==> src/rtl/instr_fetch_if.sv <==
// Bus bundle for instr_fetch: PC branch controls, program-memory fetch port and execute handshake.
interface instr_fetch_if #(
  parameter int unsigned Psize = 8,
  parameter int unsigned Isize = 16
) ();
  logic [Psize-1:0] PCout;
  logic             PCincr;
  logic             PCabsbranch;
  logic             PCrelbranch;
  logic [Psize-1:0] Branchaddr;
  logic             Imem_req;
  logic [Psize-1:0] Imem_addr;
  logic             Imem_ack;
  logic [Isize-1:0] Imem_data;
  logic             Instr_valid;
  logic [Isize-1:0] Instr;
  logic             Instr_ready;

  modport master (
    input  PCout, Imem_ack, Imem_data, Instr_ready,
    output PCincr, PCabsbranch, PCrelbranch, Branchaddr,
           Imem_req, Imem_addr, Instr_valid, Instr
  );

  modport slave (
    output PCout, Imem_ack, Imem_data, Instr_ready,
    input  PCincr, PCabsbranch, PCrelbranch, Branchaddr,
           Imem_req, Imem_addr, Instr_valid, Instr
  );
endinterface

==> src/rtl/instr_fetch.sv <==
// Instruction fetch controller: fetches at PC, resolves JMP/BR/HALT locally, issues the rest to execute.
// Optional fetch watchdog (Fault) is built only when FETCH_TIMEOUT_EN is defined.
module instr_fetch #(
  parameter int unsigned Psize = 8,
  parameter int unsigned Isize = 16
`ifdef FETCH_TIMEOUT_EN
  , parameter int unsigned TIMEOUT = 15
`endif
) (
  input  logic          clk,
  input  logic          reset,
  instr_fetch_if.master bus,
  output logic          Halted,
  output logic          Fault
);
  localparam logic [2:0] IDLE   = 3'd0;
  localparam logic [2:0] REQ    = 3'd1;
  localparam logic [2:0] DECODE = 3'd2;
  localparam logic [2:0] ISSUE  = 3'd3;
  localparam logic [2:0] HALTED = 3'd4;

  localparam logic [3:0] OP_HALT = 4'hC;
  localparam logic [3:0] OP_JMP  = 4'hE;
  localparam logic [3:0] OP_BR   = 4'hF;

  logic [2:0]       state_q, state_d;
  logic [Isize-1:0] ir_q, ir_d;
  logic [Isize-1:0] instr_q, instr_d;
  logic             instr_valid_q, instr_valid_d;
  logic             halted_q, halted_d;
  logic [3:0]       opcode;

  assign opcode = ir_q[Isize-1 -: 4];

`ifdef FETCH_TIMEOUT_EN
  localparam int unsigned TmoW = (TIMEOUT > 1) ? $clog2(TIMEOUT) : 1;

  logic [TmoW-1:0] tmo_cnt_q, tmo_cnt_d;
  logic            fault_q, fault_d;
  logic            tmo_hit;

  assign tmo_hit = (tmo_cnt_q == TmoW'(TIMEOUT - 1));

  // Counts ack-less REQ cycles; any other state leaves it cleared for the next fetch.
  always_comb begin
    tmo_cnt_d = '0;
    if (state_q == REQ && !bus.Imem_ack) tmo_cnt_d = tmo_cnt_q + TmoW'(1);
  end
`endif

  always_comb begin
    state_d         = state_q;
    ir_d            = ir_q;
    instr_d         = instr_q;
    instr_valid_d   = instr_valid_q;
    halted_d        = halted_q;
    bus.PCincr      = 1'b0;
    bus.PCabsbranch = 1'b0;
    bus.PCrelbranch = 1'b0;
    bus.Branchaddr  = '0;
    bus.Imem_req    = 1'b0;
    bus.Imem_addr   = '0;
`ifdef FETCH_TIMEOUT_EN
    fault_d         = fault_q;
`endif
    case (state_q)
      IDLE: state_d = REQ;
      REQ: begin
        bus.Imem_req  = 1'b1;
        bus.Imem_addr = bus.PCout;
        if (bus.Imem_ack) begin
          ir_d    = bus.Imem_data;
          state_d = DECODE;
        end
`ifdef FETCH_TIMEOUT_EN
        else if (tmo_hit) begin
          state_d  = HALTED;
          halted_d = 1'b1;
          fault_d  = 1'b1;
        end
`endif
      end
      // PC controls are pulsed from IR so the PC has moved by the next REQ.
      DECODE: begin
        case (opcode)
          OP_JMP: begin
            bus.PCabsbranch = 1'b1;
            bus.Branchaddr  = ir_q[Psize-1:0];
            state_d         = REQ;
          end
          OP_BR: begin
            bus.PCrelbranch = 1'b1;
            bus.Branchaddr  = ir_q[Psize-1:0];
            state_d         = REQ;
          end
          OP_HALT: begin
            halted_d = 1'b1;
            state_d  = HALTED;
          end
          default: begin
            bus.PCincr    = 1'b1;
            instr_d       = ir_q;
            instr_valid_d = 1'b1;
            state_d       = ISSUE;
          end
        endcase
      end
      ISSUE: begin
        if (bus.Instr_ready) begin
          instr_valid_d = 1'b0;
          state_d       = REQ;
        end
      end
      HALTED: state_d = HALTED;
      default: state_d = IDLE;
    endcase
  end

  always_ff @(posedge clk or negedge reset) begin
    if (!reset) begin
      state_q       <= IDLE;
      ir_q          <= '0;
      instr_q       <= '0;
      instr_valid_q <= 1'b0;
      halted_q      <= 1'b0;
    end else begin
      state_q       <= state_d;
      ir_q          <= ir_d;
      instr_q       <= instr_d;
      instr_valid_q <= instr_valid_d;
      halted_q      <= halted_d;
    end
  end

`ifdef FETCH_TIMEOUT_EN
  always_ff @(posedge clk or negedge reset) begin
    if (!reset) begin
      tmo_cnt_q <= '0;
      fault_q   <= 1'b0;
    end else begin
      tmo_cnt_q <= tmo_cnt_d;
      fault_q   <= fault_d;
    end
  end

  assign Fault = fault_q;
`else
  assign Fault = 1'b0;
`endif

  assign bus.Instr_valid = instr_valid_q;
  assign bus.Instr       = instr_q;
  assign Halted          = halted_q;
endmodule

==> src/flat_wrapper.sv <==
// flat-port wrapper written by rule: the top's interface ports become plain ports
module instr_fetch_flat 
#(
  parameter int unsigned Psize = 8,
  parameter int unsigned Isize = 16

)
  (clk, reset, Halted, Fault, bus_PCout, bus_Imem_ack, bus_Imem_data, bus_Instr_ready, bus_PCincr, bus_PCabsbranch, bus_PCrelbranch, bus_Branchaddr, bus_Imem_req, bus_Imem_addr, bus_Instr_valid, bus_Instr);
  instr_fetch_if #(.Psize(Psize), .Isize(Isize)) bus_i ();
  input  logic clk;
  input  logic reset;
  output logic Halted;
  output logic Fault;
  input wire logic [$bits(bus_i.PCout)-1:0] bus_PCout;
  input wire logic [$bits(bus_i.Imem_ack)-1:0] bus_Imem_ack;
  input wire logic [$bits(bus_i.Imem_data)-1:0] bus_Imem_data;
  input wire logic [$bits(bus_i.Instr_ready)-1:0] bus_Instr_ready;
  output wire logic [$bits(bus_i.PCincr)-1:0] bus_PCincr;
  output wire logic [$bits(bus_i.PCabsbranch)-1:0] bus_PCabsbranch;
  output wire logic [$bits(bus_i.PCrelbranch)-1:0] bus_PCrelbranch;
  output wire logic [$bits(bus_i.Branchaddr)-1:0] bus_Branchaddr;
  output wire logic [$bits(bus_i.Imem_req)-1:0] bus_Imem_req;
  output wire logic [$bits(bus_i.Imem_addr)-1:0] bus_Imem_addr;
  output wire logic [$bits(bus_i.Instr_valid)-1:0] bus_Instr_valid;
  output wire logic [$bits(bus_i.Instr)-1:0] bus_Instr;
  assign bus_i.PCout = bus_PCout;
  assign bus_i.Imem_ack = bus_Imem_ack;
  assign bus_i.Imem_data = bus_Imem_data;
  assign bus_i.Instr_ready = bus_Instr_ready;
  assign bus_PCincr = bus_i.PCincr;
  assign bus_PCabsbranch = bus_i.PCabsbranch;
  assign bus_PCrelbranch = bus_i.PCrelbranch;
  assign bus_Branchaddr = bus_i.Branchaddr;
  assign bus_Imem_req = bus_i.Imem_req;
  assign bus_Imem_addr = bus_i.Imem_addr;
  assign bus_Instr_valid = bus_i.Instr_valid;
  assign bus_Instr = bus_i.Instr;
  instr_fetch #(.Psize(Psize), .Isize(Isize)) u_core (.clk(clk), .reset(reset), .bus(bus_i), .Halted(Halted), .Fault(Fault));
endmodule
==> config.mk <==
export PLATFORM = sky130hd
export DESIGN_NAME = instr_fetch_flat
export DESIGN_NICKNAME = d
export VERILOG_FILES = /design/src/rtl/instr_fetch_if.sv /design/src/rtl/instr_fetch.sv /design/src/flat_wrapper.sv
export SDC_FILE = /design/constraint.sdc
export NUM_CORES = 1
export LEC_CHECK = 0
export CORE_MARGIN = 2
export CORE_UTILIZATION = 43
export CTS_CLUSTER_SIZE = 10
export DETAILED_ROUTE_END_ITERATION = 8
export PLACE_DENSITY = 0.85
export SLEW_MARGIN = 10
export SYNTH_ARGS = -nofsm -noshare
export SYNTH_HDL_FRONTEND = slang
export SYNTH_SLANG_ARGS = --single-unit
==> constraint.sdc <==
create_clock -name clk -period 2 [get_ports clk]
set_input_delay 0.6 -clock clk [delete_from_list [all_inputs] [get_ports clk]]
set_output_delay 0.6 -clock clk [all_outputs]
set_load 0.05 [all_outputs]
# After elaboration in Yosys (flattened, before gate mapping)
# Index checks and enable logic that the tools add are counted.
# word_totals
ff_bits,37
input_bits,28
output_inout_bits,39
elab_cells,42
# classes
eq_ne,10
n_mux,17
bitwise_logic,1
reduce_logical,9
# op_table
cell,count
2-to-1 mux 8 bit,3
case mux 3 bit (5 select lines),1
== test 4 bit (second input constant),3
2-to-1 mux 1 bit,9
AND reduction 2 bit,4
== test 3 x 2 -> 1 bit (second input constant),2
2-to-1 mux 3 bit,2
inequality test 2 bit (second input constant),3
case mux 3 bit (2 select lines),1
== test 3 x 1 -> 1 bit (second input constant),1
== test 3 bit (second input constant),1
logical NOT 3 bit,1
AND reduction 3 bit,1
OR reduction 3 bit,1
case mux 1 bit (2 select lines),1
nonzero test 2 bit,1
OR reduction 2 bit,1
inverter 1 bit,1

# Depth between registers and ports, before layout
# Gate-level depths: netlist (run 1).
# logic_depth
ltp_word,4
mapped_depth,5
depth_no_buf,3

# Worst setup path before layout (run 1)
# Ideal clock, no wire load.
# synth_timing
path_type,reg-to-output
from,register u_core.state_q[0]
to,output port bus_Imem_addr[0]
arrival_ps,2490
required_time_ps,1400
setup_slack_ps,-1090
path_stages_with_launch,3
path_buffers,0
path_cell_list,dfrtp_1 nor3b_1 and2_1
# synth_via
elab_chain_cells,2
# synth_lines
item,line,source
"start, declared",instr_fetch.sv:26,"logic [2:0] state_q, state_d;"
"start signal, assigned",instr_fetch.sv:127,state_q <= state_d;
== test 3 x 1 -> 1 bit,instr_fetch.sv:66,case (state_q)
2-to-1 mux 8 bit,instr_fetch.sv:66,
"end, declared",flat_wrapper.sv:23,output wire logic [$bits(bus_i.Imem_addr)-1:0] bus_Imem_addr;
# Every way passes these cells.

# Final worst setup path (run 1)
# layout_timing
from,register u_core.state_q[0]
to,output port bus_PCabsbranch
# layout_via
elab_chain_cells,2
# layout_lines
item,line,source
== test 3 x 2 -> 1 bit,instr_fetch.sv:66,
2-to-1 mux 1 bit,instr_fetch.sv:66,
"end, declared",flat_wrapper.sv:19,output wire logic [$bits(bus_i.PCabsbranch)-1:0] bus_PCabsbranch;
# Every way passes these cells.

==> flow_metrics.env, run 1 <==
export IMPL_p_leak_nw=1.294
export IMPL_total_power_mw=4.792
export IMPL_dr_first_iter_drc_count=39
export IMPL_synth_cells=122
export IMPL_root_buffer="clkbuf_8"
export IMPL_antenna_found_initial=0
export IMPL_peakVddDrop_uv=1149
export IMPL_regToRegEndpoint="u_core.ir_q[14]"
export IMPL_vias=1304
export IMPL_drtPass1Iterations=4
export IMPL_clock_fmax_mhz=472.7
export IMPL_crit_buf_inv=1
export IMPL_slowest_delay_ns=0.44
export IMPL_preCtsSetupSlack_ns=0.02912
export IMPL_slew_viol_final=0
export IMPL_swShare_pct=43.61
export IMPL_multi_input_area_um2=775.7
export IMPL_end_kind="output pin"
export IMPL_critPathTopFamily="simple AND/OR/NAND/NOR gates"
export IMPL_worst_pin_slew_ns=0.5939
export IMPL_rrSetupSlack_ns=0.32
export IMPL_num_rows=22
export IMPL_path_max_fanout=5
export IMPL_grt_overflow=0
export IMPL_async_reset_ff_share_pct=100.0
export IMPL_yosys_warnings=0
export IMPL_h_tree_depth=2
export IMPL_outcome="finished, violations left"
export IMPL_start_util_pct=45.25
export IMPL_power_density_mw_per_mm2=1693
export IMPL_critPathKind="register to output pin"
export IMPL_synth_seq_cells=37
export IMPL_syn_num_nets=150
export IMPL_n_antenna_cell=0
export IMPL_synth_ff_type="dfrtp_1"
export IMPL_fill_cells=232
export IMPL_grt_pass1_wl_mm=6.982
export IMPL_hold_path_end="u_core.Halted"
export IMPL_synth_top_area_share_pct=55.47
export IMPL_seq_power_share_pct=29.3
export IMPL_rsz0062_at_grt="true"
export IMPL_postPlaceCellArea_mm2=0.002595
export IMPL_seq_area_um2=929.6
export IMPL_hold_path_cell_count=1
export IMPL_final_area_mm2=0.002830
export IMPL_r2r_cells=5
export IMPL_port_buffers=65
export IMPL_synth_edf_count=0
export IMPL_p_clk_share_pct=11.2
export IMPL_routed_wl_mm=4.378
export IMPL_via_per_inst=5.054
export IMPL_crit_required_ns=1.40
export IMPL_syn_area_per_cell_um2=13.68
export IMPL_min_period_over_period_pct=105.8
export IMPL_dp_hpwl_mm=2.896
export IMPL_yosysMostFrequentCell="dfrtp_1"
export IMPL_yosys_top_cells_area="dfrtp_1 (55%), mux2_2 (13%), mux2_4 (8.1%), and2_1 (6.4%), buf_6 (2.0%)"
export IMPL_avgRoutedWirePerCell_um=16.97
export IMPL_grt_max_degree=38
export IMPL_fin_skew_ns=0.008982
export IMPL_ios=67
export IMPL_crit_start="u_core.state_q[0]"
export IMPL_fin_tns_setup_ns=-1.513
export IMPL_setup_viol=20
export IMPL_p_int_mw=2.702
export IMPL_drive_gt1_share_pct=57.62
export IMPL_synth_cell_type_count=24
export IMPL_violations="negative setup slack"
export IMPL_r2r_start="u_core.state_q[2]"
export IMPL_period_needed_ns=2.115
export IMPL_maxCapViolations=0
export IMPL_dieArea_mm2=0.004396
export IMPL_path_clk_slew_ns=0.08
export IMPL_cts_sinks=37
export IMPL_cp_slowest_cell="dfrtp_2"
export IMPL_gp_congestion=0.7056
export IMPL_clock_path_buffers=2
export IMPL_start_kind="register"
export IMPL_synth_area_mm2=0.001669
export IMPL_nets=237
export IMPL_synth_top_area_cell="dfrtp_1"
export IMPL_share_comb_of_total_power_pct=59.5
export IMPL_switching_power_mw=2.090
export IMPL_hold_buffers=0
export IMPL_grt_use_total_pct=22.07
export IMPL_cpMostUsedCell="nor2b_4"
export IMPL_core_area_mm2=0.003689
export IMPL_cp_cell_sequence="nor2b_4, and4bb_4, nor2b_4, buf_12"
export IMPL_synth_common_cells="dfrtp_1 (37), mux2_2 (20), and2_1 (17)"
export IMPL_drc=0
export IMPL_worstPathArrival_ns=1.52
export IMPL_layout_setup_ws_ns=-0.1154
export IMPL_clkLatencyLatePin_ns=0.30
export IMPL_hold_start="u_core.Halted"
export IMPL_max_slew_margin_pct=59.87
export IMPL_cts_tree="built"
export IMPL_dieHeight_um=66.30
export IMPL_hp_class="register to register"
export IMPL_hold_violations=0
export IMPL_final_antenna_net_count=0
export IMPL_die_w_um=66.30
export IMPL_grt_pass1_vias=1417
export IMPL_cts_buffers=5
export IMPL_ys_seq_area_share_pct=55.47
export IMPL_syn_to_final_growth_pct=69.56
[layout by cell type, fill, tap and decap left out, types with 4 or more instances in the layout]
cell | synthesis | routed
and2_4 | 0 | 17
buf_12 | 0 | 20
buf_4 | 1 | 31
buf_6 | 3 | 5
clkbuf_8 | 0 | 5
clkdlybuf4s50_1 | 0 | 27
dfrtp_1 | 37 | 34
inv_1 | 4 | 4
mux2_2 | 20 | 20
mux2_4 | 9 | 9
o21ai_0 | 4 | 4
[cell families (layout without fill, tap and decap cells)]
| group | count (synthesis) | after routing | share of synthesized area (%) |
|---|---|---|---|
| multiplexers | 29 | 29 | 21.59 |
| flip-flops | 37 | 37 | 55.47 |
| AO/OA/AOI/OAI | 13 | 13 | 5.247 |
| buffers and inverters | 8 | 95 | 3.373 |
| AND/OR/NAND/NOR | 34 | 35 | 14.09 |
| other | 1 | 1 | 0.2247 |
[worst reg2reg max path, cell delays in order, from the launching register on]
cell and delay [ns]:
dfrtp_2 0.46, buf_6 0.14, buf_4 0.14, and4bb_2 0.31, buf_12 0.16, mux2_2 0.37
[stage by stage]
stage | util [%] | hold WS, ns | std cells
finish | 76.73 | 0.4710 | 258
global route | 76.73 | 0.4985 | 258
CTS | 75.81 | 0.4706 | 256
detailed placement | 70.35 | 0.4553 | 239
global placement | 70.35 | 0.4459 | 239
floorplan | - | 0.3044 | 122
[power by group through the flow]
| stage | Sequential [mW] | Clock [mW] | Combinational, mW |
|---|---|---|---|
| floorplan | 1.98 | 0 | 1.12 |
| global placement | 1.35 | 0 | 2.63 |
| detailed placement | 1.38 | 0 | 2.69 |
| CTS | 1.39 | 0.540 | 2.82 |
| global route | 1.45 | 0.580 | 2.98 |
| finish | 1.40 | 0.538 | 2.85 |
[metal layers]
layer	global-route usage, %	part of all wire [%]
met1	24.12	38
met2	38.88	53
met5	0	0
met3	7.496	7.7
met4	8.929	1.4
[how the worst max path moves through the flow]
| stage | endpoint | slack (ns) | cells past startpoint |
|---|---|---|---|
| floorplan | bus_Imem_addr[0] | -0.05 | 2 |
| global placement | u_core.ir_q[3] | 0.05 | 4 |
| detailed placement | u_core.ir_q[8] | 0.03 | 4 |
| CTS | bus_Branchaddr[1] | -0.1 | 4 |
| global route | bus_PCabsbranch | -0.16 | 4 |
| finish | bus_PCabsbranch | -0.12 | 4 |
[final cells by class]
type / count / share of cell area [%]
clock buffers: 5 / 2.431
clock inverters: 3 / 0.7515
inverters: 4 / 0.5305
multi-input cells: 78 / 27.41
flip-flops and latches: 37 / 32.85
well taps: 48 / 2.122
repair buffers: 83 / 33.91
[registers in the layout, indices dropped and copies added (netlist names)]
signal	cells
u_core.Halted	1
u_core.state_q	3
u_core.ir_q	16
u_core.bus.Instr_valid	1
u_core.bus.Instr	16
[repair_timing]
action	in CTS	in global routing
gates resized for setup	13	6
setup buffers	8	2
endpoints found under the setup margin	20	20
pin swaps	11	3
cloned	1	0
Power figures use the tool's default switching activity.
==> run 2: changes to the inputs <==
--- a/config.mk
+++ b/config.mk
@@ -5,11 +5,13 @@
 export SDC_FILE = /design/constraint.sdc
 export NUM_CORES = 1
 export LEC_CHECK = 0
+export CAP_MARGIN = 20
 export CORE_MARGIN = 2
 export CORE_UTILIZATION = 43
+export CTS_CLUSTER_DIAMETER = 120
 export CTS_CLUSTER_SIZE = 10
 export DETAILED_ROUTE_END_ITERATION = 8
-export PLACE_DENSITY = 0.85
+export PLACE_DENSITY = 0.76
 export SLEW_MARGIN = 10
 export SYNTH_ARGS = -nofsm -noshare
 export SYNTH_HDL_FRONTEND = slang
==> flow_metrics.env, run 2 (synthesis gave the netlist of run 1 again) <==
export IMPL_grt_max_degree=38
export IMPL_power_density_mw_per_mm2=1702
export IMPL_drc=0
export IMPL_port_buffers=65
export IMPL_final_common_cell="dfrtp_1"
export IMPL_routed_wl_mm=4.116
export IMPL_maxCapViolations=0
export IMPL_share_comb_of_total_power_pct=59.9
export IMPL_grt_busiest_layer="met2"
export IMPL_fin_tns_setup_ns=-1.413
export IMPL_h_tree_depth=2
export IMPL_start_util_pct=45.25
export IMPL_clock_path_buffers=2
export IMPL_n_antenna_cell=0
export IMPL_final_antenna_net_count=0
export IMPL_hp_class="input pin to async pin"
export IMPL_grt_pass1_wl_mm=6.541
export IMPL_drive_gt1_share_pct=55.88
export IMPL_hold_violations=0
export IMPL_cts_tree="built"
export IMPL_met1_usage_pct=24.17
export IMPL_p_leak_nw=1.267
export IMPL_period_needed_ns=2.091
export IMPL_setup_viol=18
export IMPL_critPathKind="register to output pin"
export IMPL_seq_power_share_pct=29.1
export IMPL_cts_sinks=37
export IMPL_layout_setup_ws_ns=-0.09121
export IMPL_nets=232
export IMPL_fin_skew_ns=0.005075
export IMPL_dp_cells=240
export IMPL_num_rows=22
export IMPL_via_per_inst=5.008
export IMPL_path_clk_slew_ns=0.07
export IMPL_worstPathArrival_ns=1.49
export IMPL_dr_first_iter_drc_count=54
export IMPL_max_slew_margin_pct=46.17
export IMPL_antenna_found_initial=0
export IMPL_die_w_um=66.30
export IMPL_gp_congestion=0.8029
export IMPL_vias=1262
export IMPL_cts_buffers=5
export IMPL_preCtsSetupSlack_ns=0.02506
export IMPL_grt_pass1_vias=1316
export IMPL_grt_overflow=0
export IMPL_slew_viol_final=0
export IMPL_swShare_pct=42.65
export IMPL_min_period_over_period_pct=104.6
export IMPL_fin_cells=252
export IMPL_dieHeight_um=66.30
export IMPL_syn_to_final_growth_pct=66.49
export IMPL_dieArea_mm2=0.004396
export IMPL_grtUsageMet3_pct=6.814
export IMPL_peakVddDrop_uv=944.3
export IMPL_total_power_mw=4.729
export IMPL_switching_power_mw=2.017
export IMPL_path_max_fanout=5
export IMPL_avgRoutedWirePerCell_um=16.33
export IMPL_final_cell_mix="dfrtp_1 (35), buf_4 (27), clkdlybuf4s50_1 (26)"
export IMPL_outcome="finished, violations left"
export IMPL_start_kind="register"
export IMPL_hold_ws_ns=0.4012
export IMPL_worst_pin_slew_ns=0.8074
export IMPL_root_buffer="clkbuf_8"
export IMPL_core_area_mm2=0.003689
export IMPL_dp_hpwl_mm=2.819
export IMPL_crit_required_ns=1.40
export IMPL_clock_fmax_mhz=478.2
export IMPL_clkLatencyLatePin_ns=0.28
export IMPL_violations="negative setup slack"
export IMPL_rsz0062_at_grt="true"
export IMPL_p_int_mw=2.712
export IMPL_ios=67
export IMPL_p_clk_share_pct=11.0
export IMPL_met2_usage_pct=33.38
export IMPL_end_kind="output pin"
export IMPL_drtPass1Iterations=4
export IMPL_grt_use_total_pct=20.67
export IMPL_hold_buffers=0
## run 2: changes by cell type in the layout (fill, tap and decap cells not counted), sizes merged
cell           before  now
clkbuf              5    7
clkinvlp            1    0
clkinv              1    0
clkdlybuf4s50      27   26
buf                56   52
inv                 5    4
## run 2: cell type report
cell class                      count  area, µm²
Clock buffer                        7      86.33
Fill cell                         254      909.6
Inverter                            4      15.01
Multi-Input combinational cell     78      775.7
Sequential cell                    37      928.4
Tap cell                           48      60.06
Timing Repair Buffer               78      913.4
## run 2: metal layers
metal / wire length, µm / share of wire, % / vias to the layer above
li1: - / - / 586
met1: 1644 / 40 / 619
met2: 2100 / 51 / 49
met3: 287 / 7.0 / 8
met4: 84 / 2.0 / 0
met5: 0 / 0 / -
## run 2: critical path: stages (launching register included)
cell and delay [ns]:
dfrtp_1 0.39, nor2b_4 0.20, and4bb_4 0.30, nor2b_4 0.17, buf_12 0.14
## run 2: power by group through the flow
stage	clock network (mW)	registers, mW	logic [mW]
floorplan	0	1.98	1.12
global placement	0	1.35	2.67
detailed placement	0	1.37	2.71
CTS	0.528	1.38	2.80
global route	0.562	1.41	2.96
finish	0.519	1.38	2.83
## run 2: path summary, 6_finish.rpt
kind                                        start                  end  slack, ns  cells after the start
worst max-delay path            u_core.state_q[1]      bus_PCabsbranch      -0.09                      4
min in group clk                    u_core.Halted        u_core.Halted       0.46                      1
worst min-delay path                        reset       u_core.ir_q[8]       0.40                      1
worst max register to register    u_core.ir_q[12]  u_core.bus.Instr[5]       0.38                      4
worst min register to register      u_core.Halted        u_core.Halted       0.46                      1
max in group asynchronous                   reset    u_core.state_q[0]       1.03                      1
## run 2: repair_timing
| item | 4_1_cts | 5_1_grt |
|---|---|---|
| endpoints found under the setup margin | 20 | 20 |
| buffers inserted | 3 | 1 |
| pin swaps | 11 | 2 |
| gates resized for setup | 14 | 3 |
| gates cloned | 1 | 0 |
## run 2: metrics by stage
step                util, %  area (µm²)
global placement      70.42        2597
detailed placement    70.42        2597
floorplan                 -        1710
CTS                   74.83        2760
finish                75.34        2779
global route          75.34        2779
